--- config.mk ---
export PLATFORM = sky130hd
export DESIGN_NAME = adc3wire_responder_flat
export DESIGN_NICKNAME = d
export VERILOG_FILES = /design/src/rtl/adc3wire_responder_if.sv /design/src/rtl/adc3wire_responder.sv /design/src/flat_wrapper.sv
export SDC_FILE = /design/constraint.sdc
export NUM_CORES = 1
export LEC_CHECK = 0
export ABC_AREA = 1
export CAP_MARGIN = 20
export CORE_UTILIZATION = 60
export CTS_BUF_LIST = sky130_fd_sc_hd__clkbuf_4 sky130_fd_sc_hd__clkbuf_8
export DETAILED_ROUTE_END_ITERATION = 10
export PLACE_DENSITY = 0.79
export SLEW_MARGIN = 30
export SYNTH_ARGS = -nofsm -noshare
export SYNTH_HDL_FRONTEND = slang
export SYNTH_SLANG_ARGS = --single-unit
--- constraint.sdc ---
create_clock -name clk -period 2.45 [get_ports clk]
set_input_delay 0.6125 -clock clk [delete_from_list [all_inputs] [get_ports clk]]
set_output_delay 0.6125 -clock clk [all_outputs]
set_load 0.05 [all_outputs]
--- src/rtl/adc3wire_responder_if.sv ---
// rtl/adc3wire_responder_if.sv - register read/write bus of the 3-wire ADC responder
interface adc3wire_responder_if;
    logic [3:0]  rd_addr;
    logic [15:0] rd_data;
    logic        wr_valid;
    logic [3:0]  wr_addr;
    logic [15:0] wr_data;
    logic        frame_err;
    logic [7:0]  err_count;
    logic        busy;

    modport master (
        output rd_addr,
        input  rd_data, wr_valid, wr_addr, wr_data, frame_err, err_count, busy
    );

    modport slave (
        input  rd_addr,
        output rd_data, wr_valid, wr_addr, wr_data, frame_err, err_count, busy
    );
endinterface

--- src/rtl/adc3wire_responder.sv ---
// rtl/adc3wire_responder.sv - 3-wire serial frame receiver into a 16x16 register file
// Optional header compare: define ADC3WIRE_RESP_HDR_CHECK_EN.
module adc3wire_responder #(
    parameter int          SYNC_STAGES = 2,
    parameter logic [11:0] HEADER      = 12'h001
) (
    input  logic                 clk,
    input  logic                 rst,
    input  logic                 adc3wire_clk,
    input  logic                 adc3wire_data,
    input  logic                 adc3wire_strobe,
    adc3wire_responder_if.slave  bus
);
    typedef enum logic [1:0] {IDLE, SHIFT, CHECK} state_t;

    state_t state_q, state_d;

    logic [SYNC_STAGES-1:0] clk_sync, data_sync, stb_sync;
    logic        clk_prev, stb_prev;
    logic        s_clk, s_data, s_stb;
    logic        ser_edge, stb_fall, stb_rise;

    logic [31:0] shreg;
    logic [5:0]  bit_cnt;
    logic        hdr_ok, accept;

    logic [15:0] regs [16];
    logic [15:0] rd_data_q, wr_data_q;
    logic [3:0]  wr_addr_q;
    logic        wr_valid_q, frame_err_q;
    logic [7:0]  err_count_q;

    assign s_clk    = clk_sync[SYNC_STAGES-1];
    assign s_data   = data_sync[SYNC_STAGES-1];
    assign s_stb    = stb_sync[SYNC_STAGES-1];
    assign ser_edge = s_clk & ~clk_prev;
    assign stb_fall = stb_prev & ~s_stb;
    assign stb_rise = ~stb_prev & s_stb;

`ifdef ADC3WIRE_RESP_HDR_CHECK_EN
    assign hdr_ok = (shreg[31:20] == HEADER);
`else
    logic unused_hdr;
    assign unused_hdr = &{1'b0, shreg[31:20]};
    assign hdr_ok     = 1'b1;
`endif

    assign accept = (bit_cnt == 6'd32) && hdr_ok;

    // Synchronizers idle high so a reset never fakes a serial edge.
    always_ff @(posedge clk) begin
        if (rst) begin
            clk_sync  <= '1;
            data_sync <= '1;
            stb_sync  <= '1;
            clk_prev  <= 1'b1;
            stb_prev  <= 1'b1;
        end else begin
            clk_sync  <= {clk_sync[SYNC_STAGES-2:0], adc3wire_clk};
            data_sync <= {data_sync[SYNC_STAGES-2:0], adc3wire_data};
            stb_sync  <= {stb_sync[SYNC_STAGES-2:0], adc3wire_strobe};
            clk_prev  <= s_clk;
            stb_prev  <= s_stb;
        end
    end

    always_ff @(posedge clk) begin
        if (rst) state_q <= IDLE;
        else     state_q <= state_d;
    end

    always_comb begin
        state_d = state_q;
        case (state_q)
            IDLE:    if (stb_fall) state_d = SHIFT;
            SHIFT:   if (stb_rise) state_d = CHECK;
            CHECK:   state_d = IDLE;
            default: state_d = IDLE;
        endcase
    end

    always_ff @(posedge clk) begin
        if (rst) begin
            shreg       <= '0;
            bit_cnt     <= '0;
            rd_data_q   <= '0;
            wr_valid_q  <= 1'b0;
            wr_addr_q   <= '0;
            wr_data_q   <= '0;
            frame_err_q <= 1'b0;
            err_count_q <= '0;
            for (int i = 0; i < 16; i++) regs[i] <= '0;
        end else begin
            wr_valid_q  <= 1'b0;
            frame_err_q <= 1'b0;
            // Non-blocking read alongside the write gives read-before-write.
            rd_data_q   <= regs[bus.rd_addr];
            case (state_q)
                IDLE: begin
                    if (stb_fall) begin
                        shreg   <= '0;
                        bit_cnt <= '0;
                    end
                end
                SHIFT: begin
                    if (ser_edge) begin
                        shreg <= {shreg[30:0], s_data};
                        if (bit_cnt != 6'd33) bit_cnt <= bit_cnt + 6'd1;
                    end
                end
                CHECK: begin
                    if (accept) begin
                        wr_valid_q          <= 1'b1;
                        wr_addr_q           <= shreg[19:16];
                        wr_data_q           <= shreg[15:0];
                        regs[shreg[19:16]]  <= shreg[15:0];
                    end else begin
                        frame_err_q <= 1'b1;
                        if (err_count_q != 8'hFF) err_count_q <= err_count_q + 8'd1;
                    end
                end
                default: ;
            endcase
        end
    end

    assign bus.rd_data   = rd_data_q;
    assign bus.wr_valid  = wr_valid_q;
    assign bus.wr_addr   = wr_addr_q;
    assign bus.wr_data   = wr_data_q;
    assign bus.frame_err = frame_err_q;
    assign bus.err_count = err_count_q;
    assign bus.busy      = (state_q != IDLE);
endmodule
--- src/flat_wrapper.sv ---
// flat-port wrapper written by rule: the top's interface ports become plain ports
module adc3wire_responder_flat 
#(
    parameter int          SYNC_STAGES = 2,
    parameter logic [11:0] HEADER      = 12'h001
)
  (clk, rst, adc3wire_clk, adc3wire_data, adc3wire_strobe, bus_rd_addr, bus_rd_data, bus_wr_valid, bus_wr_addr, bus_wr_data, bus_frame_err, bus_err_count, bus_busy);
  adc3wire_responder_if bus_i ();
  input  logic clk;
  input  logic rst;
  input  logic adc3wire_clk;
  input  logic adc3wire_data;
  input  logic adc3wire_strobe;
  input wire logic [$bits(bus_i.rd_addr)-1:0] bus_rd_addr;
  output wire logic [$bits(bus_i.rd_data)-1:0] bus_rd_data;
  output wire logic [$bits(bus_i.wr_valid)-1:0] bus_wr_valid;
  output wire logic [$bits(bus_i.wr_addr)-1:0] bus_wr_addr;
  output wire logic [$bits(bus_i.wr_data)-1:0] bus_wr_data;
  output wire logic [$bits(bus_i.frame_err)-1:0] bus_frame_err;
  output wire logic [$bits(bus_i.err_count)-1:0] bus_err_count;
  output wire logic [$bits(bus_i.busy)-1:0] bus_busy;
  assign bus_i.rd_addr = bus_rd_addr;
  assign bus_rd_data = bus_i.rd_data;
  assign bus_wr_valid = bus_i.wr_valid;
  assign bus_wr_addr = bus_i.wr_addr;
  assign bus_wr_data = bus_i.wr_data;
  assign bus_frame_err = bus_i.frame_err;
  assign bus_err_count = bus_i.err_count;
  assign bus_busy = bus_i.busy;
  adc3wire_responder #(.SYNC_STAGES(SYNC_STAGES), .HEADER(HEADER)) u_core (.clk(clk), .rst(rst), .adc3wire_clk(adc3wire_clk), .adc3wire_data(adc3wire_data), .adc3wire_strobe(adc3wire_strobe), .bus(bus_i));
endmodule
== After elaboration in Yosys (flattened, before gate mapping) ==
Memories as Yosys holds them, arrays and structs flattened. A register that Yosys moved wholly into a read port is not among the register bits.
Cells that the tools add are included.

* Bits in writable memories: 256
* Input bits: 9
* Memories kept: 1
* Word-level logic and storage cells: 63
* Output and inout bits: 47
* Flip-flop bits (word level): 66

{| class="wikitable"
|+ Memory list
! name !! depth !! bits a word !! read ports !! clocked after Yosys merged registers in !! wr ports !! RTL line !! source
|-
| u_core.regs || 16 || 16 || 1 || 1 || 16 || adc3wire_responder.sv:27 || <nowiki>logic [15:0] regs [16];</nowiki>
|}

* Add/sub/neg operators: 2
* Reduce and logical (&&, ||, !) cells: 10
* Bitwise operators: 8
* Mux-type cells: 20
* Equal/unequal tests: 9

{| class="wikitable"
|+ Operators by type and width
! kind !! number
|-
| 20-bit 2-to-1 mux || 2
|-
| 20-bit one-hot mux with 2 select lines || 1
|-
| 6-bit 2-to-1 mux || 3
|-
| 16-bit 2-to-1 mux || 1
|-
| 16-bit OR reduction || 1
|-
| 6-bit one-hot mux with 2 select lines || 1
|-
| 8-bit by 1-bit adder with 8-bit output (second input constant) || 1
|-
| 1-bit 2-to-1 mux || 8
|-
| 2-bit by 1-bit != test with 1-bit output (second input constant) || 4
|-
| 8-bit != test (second input constant) || 1
|-
| 6-bit by 1-bit adder with 6-bit output (second input constant) || 1
|-
| 6-bit == test (second input constant) || 1
|-
| 6-bit != test (second input constant) || 1
|-
| 3-bit AND reduction || 2
|-
| 1-bit inverter || 5
|-
| 2-bit 2-to-1 mux || 2
|-
| 4-bit 2-to-1 mux || 1
|-
| 2-bit one-hot mux with 2 select lines || 1
|-
| 2-bit AND reduction || 2
|-
| 4-bit AND reduction || 1
|-
| 2-bit nonzero test || 2
|-
| 1-bit bitwise AND || 3
|-
| 2-bit by 1-bit == test with 1-bit output (second input constant) || 1
|-
| 2-bit == test (second input constant) || 1
|-
| other kinds (2) || 2
|}

== Logic depth before layout (Yosys ltp) ==
* Depth in word-level cells: 7
* Depth in mapped cells: 10
* Mapped depth without buffers: 10

== Worst setup path before layout ==
No wires, ideal clock.

* Path type: in2reg
* From: in rst
* To: mem u_core.regs[7][0], enable pin
* Setup time: 0.372 ns
* Slack: 0.351 ns
* Data arrival time: 1.728 ns
* Data required time: 2.078 ns
* Stages: 5
* Buffers on the path: 2
* Path through: buf_2 > nor3_4 > nand2_2 > buf_2 > nand2_1

{| class="wikitable"
|+ RTL lines
! item !! RTL line !! source
|-
| start, declared || flat_wrapper.sv:10 || <nowiki>input logic rst;</nowiki>
|-
| end, declared || adc3wire_responder.sv:27 ||
|}

== Worst setup path after layout ==
* From: reg u_core.rd_data_q[1] (netlist: u_core.bus.rd_data[1]), read port of u_core.regs
* To: out bus_rd_data[1]

{| class="wikitable"
|+ RTL lines
! item !! RTL line !! source
|-
| start, declared || adc3wire_responder.sv:28 || <nowiki>logic [15:0] rd_data_q, wr_data_q;</nowiki>
|-
| end, declared || flat_wrapper.sv:15 || <nowiki>output wire logic [$bits(bus_i.rd_data)-1:0] bus_rd_data;</nowiki>
|}

No word-level cell between the ends.

==> impl_results.md <==
* Cells after DPL at 2028
* Vias per cell at 5.537
* Hold Vio Cnt, Final at 0
* Arrival @ worst endpoint at 1780 ps
* Inserted Clock Buffers at 55
* Unique cell type count in the Yosys netlist at 30
* Reg2reg path depth at 7
* Worst Path Required at 1840 ps
* Post-synthesis cell count at 1684
* IO Port Bufs at 55
* Max Slew Vio Count at 0
* Final setup viols at 0
* Yosys top cell area share at 50.96%
* CTS tree: built
* Number of global-route vias before repair at 11270
* Final Power at 12.75 mW
* First drt pass iteration count at 6
* Layout cell share with drive strength beyond 1 at 11.57%
* Worst Hold End: u_core.clk_sync[1]
* Max stage delay cell, worst path: clkdlybuf4s50_1
* Pre-CTS setup slack at 365.7 ps
* Critical path class: flop to output port
* Peak supply drop at 0.5368 mV
* Worst slew pin tran at 810.0 ps
* Pin count of the biggest net entering global routing at 73
* N_diodes at 0
* Root Driver: clkbuf_8
* Die Ht at 160.6 um
* Worst hold start: u_core.clk_sync[0]
* R2R Setup Slk at 530 ps
* Mapped Nets at 1697
* Io pins at 56
* Synth Area per Inst at 8.958 um2
* Die X at 160.6 um
* # Post-CTS Setup Buffers at 0
* Final period utilization at 97.84%
* Synth-to-Final Area Change at 15.24%
* Routability cong. at 0.9183
* Num Clock Sinks at 338
* Die ar. at 0.02578 mm2
* Hpwl dp at 23.71 mm
* 1st-iter DRT viols at 1519
* FF+latch count, synth at 338
* Detailed Route WL at 38.48 mm
* Final Critical Period at 2397 ps
* Hold WC Path Type: flop to flop
* CP delay by family, top: buffers and inverters
* Area of the mapped netlist at 0.01509 mm2
* Outcome: finished clean
* Routed Antenna Nets at 0
* Cell Pwr Density at 733.4 mW/mm2
* First-pass GRT wire length at 59.80 mm
* Fillers at 1816
* WP buf/inv at 1
* Area of the multi-input gates at 0.004607 mm2
* Rows at 57
* Post-synthesis sequential area ratio at 61.84%
* Fin Setup TNS at 0 ps
* Leak pwr at 7.209 nW
* FF+latch area at 0.009329 mm2
* Area leader, netlist: edfxtp_1
* RR Endpoint: u_core.regs[11][13]
* Initial antenna violation count at 0
* Starting Density at 61.67%
* CTS Buffer Depth at 3
* Fmax at 417.2 MHz
* Worst-skew pair later-pin latency at 590 ps
* H-tree depth at 2
* Clock Pin Slew Worst Setup and Hold Paths at 60 ps
* Wirelength per Cell at 18.06 um
* Unrepaired setup endpoints after global routing: no
* Total GRT Usage at 30.37%
* Grt total ovfl at 0
* CP max FO at 1
* Endpoint class of the critical path: output port
* CP peak stage delay at 820 ps
* DRC viols at 0
* Worst-path cell chain: clkdlybuf4s50_1
* # nets final at 1774
* FF-to-FF Start: u_core.bit_cnt[0]
* Via count at 11800
* Ranking of synthesized cells by area: edfxtp_1 51%, nand2_1 11%, dfxtp_1 11%, nor2_1 7.1%, nand3_1 5.6%
* Non-filler cells, final at 2131
* Max-Cap Viols at 0
* Startpoint Class: flop
* Synth Warn # at 0
* Final Core Density at 71.07%
* Core Area at 0.02446 mm2
* Final Worst Setup Slack at 53.00 ps
* Hold path cells at 1
* Final Skew at 19.51 ps
* Slew margin rel. at 45.67%
* # hold bufs at CTS at 0
[final cells by class]
cell class	instances	area share [%]
sequential	338	53.66
tap	324	2.332
multi-input combinational	1064	26.50
clock buffer	98	6.859
timing repair buffer	123	6.485
inverter	179	3.872
clock inverter	5	0.2879
[metal layers]
metal	part of all wire, %	global-route usage, %	up-vias
met5	0	0	-
met4	4.0	12.73	0
met3	9.3	5.320	120
met2	49	49.88	572
met1	38	39.98	5557
li1	-	-	5551
[kinds of logic after synthesis]
family          count (synthesis)  synth area share, %
flops                         338                61.84
xor+xnor                        5               0.2903
simple gates                  943                26.17
buf+inv                       282                7.622
fa+ha+maj                       4               0.3318
compound gates                112                3.749
[metrics by stage]
step	hold slack (ps)	area, um2
2_1_floorplan	389.5	15090
3_3_place_gp	393.5	16140
3_5_place_dp	396.5	16140
4_1_cts	404.5	17380
5_1_grt	412.3	17380
6_report	407.6	17380
[where the power goes]
part           switching, mW  internal, mW
Combinational          0.734         0.273
Clock                   2.20          3.13
Sequential            0.0734          6.34
[synth_stat cells, drive strengths merged]
library cell	count
or2	6
dfxtp	82
nand3b	2
inv	162
clkbuf	63
nand4	6
nor2	295
nand3	179
a21oi	65
ha	4
o21ai	45
buf	40
xnor2	1
clkinv	17
a22oi	2
nor3	3
edfxtp	256
nand2	452
xor2	4
[how the worst max path moves through the flow]
stage,depth (start not counted),to,slack (ps),startpoint
2_1_floorplan,5,u_core.regs[7][0],350,rst
3_3_place_gp,5,u_core.bus.rd_data[10],370,bus_rd_addr[2]
3_5_place_dp,5,u_core.bus.rd_data[9],370,bus_rd_addr[2]
4_1_cts,1,bus_err_count[4],5,u_core.bus.err_count[4]
5_1_grt,1,bus_err_count[1],0.3,u_core.bus.err_count[1]
6_report,1,bus_rd_data[1],50,u_core.bus.rd_data[1]
[flip-flops by register name, indices dropped and copies added (netlist names), 2 cells and up]
register and count:
u_core.regs 256, u_core.bus.rd_data 16, u_core.bus.wr_addr 4, u_core.data_sync 2, u_core.bus.wr_data 16, u_core.state_q 2, u_core.shreg 20, u_core.stb_sync 2
u_core.bus.err_count 8, u_core.bit_cnt 6, u_core.clk_sync 2
[placed cells by master (no fill, tap or decap), types with 4 or more instances in the layout]
| master | count |
|---|---|
| nand2_1 | 449 |
| nor2_1 | 286 |
| edfxtp_1 | 256 |
| nand3_1 | 169 |
| inv_1 | 158 |
| dfxtp_1 | 82 |
| clkbuf_8 | 73 |
| a21oi_1 | 65 |
| buf_4 | 63 |
| clkdlybuf4s50_1 | 46 |
| o21ai_0 | 45 |
| clkbuf_4 | 25 |
| clkinv_1 | 19 |
| nand3_2 | 9 |
| nor2_2 | 7 |
| or2_2 | 6 |
| buf_12 | 6 |
| nand4_2 | 4 |
| xor2_1 | 4 |
| ha_1 | 4 |
[repair_timing]
item                                    CTS  global route
endpoints found under the setup margin    3             3
hold endpoints to repair                  0             0
gates resized for setup                   3             3
No activity file was read; power rests on OpenSTA's default activity.
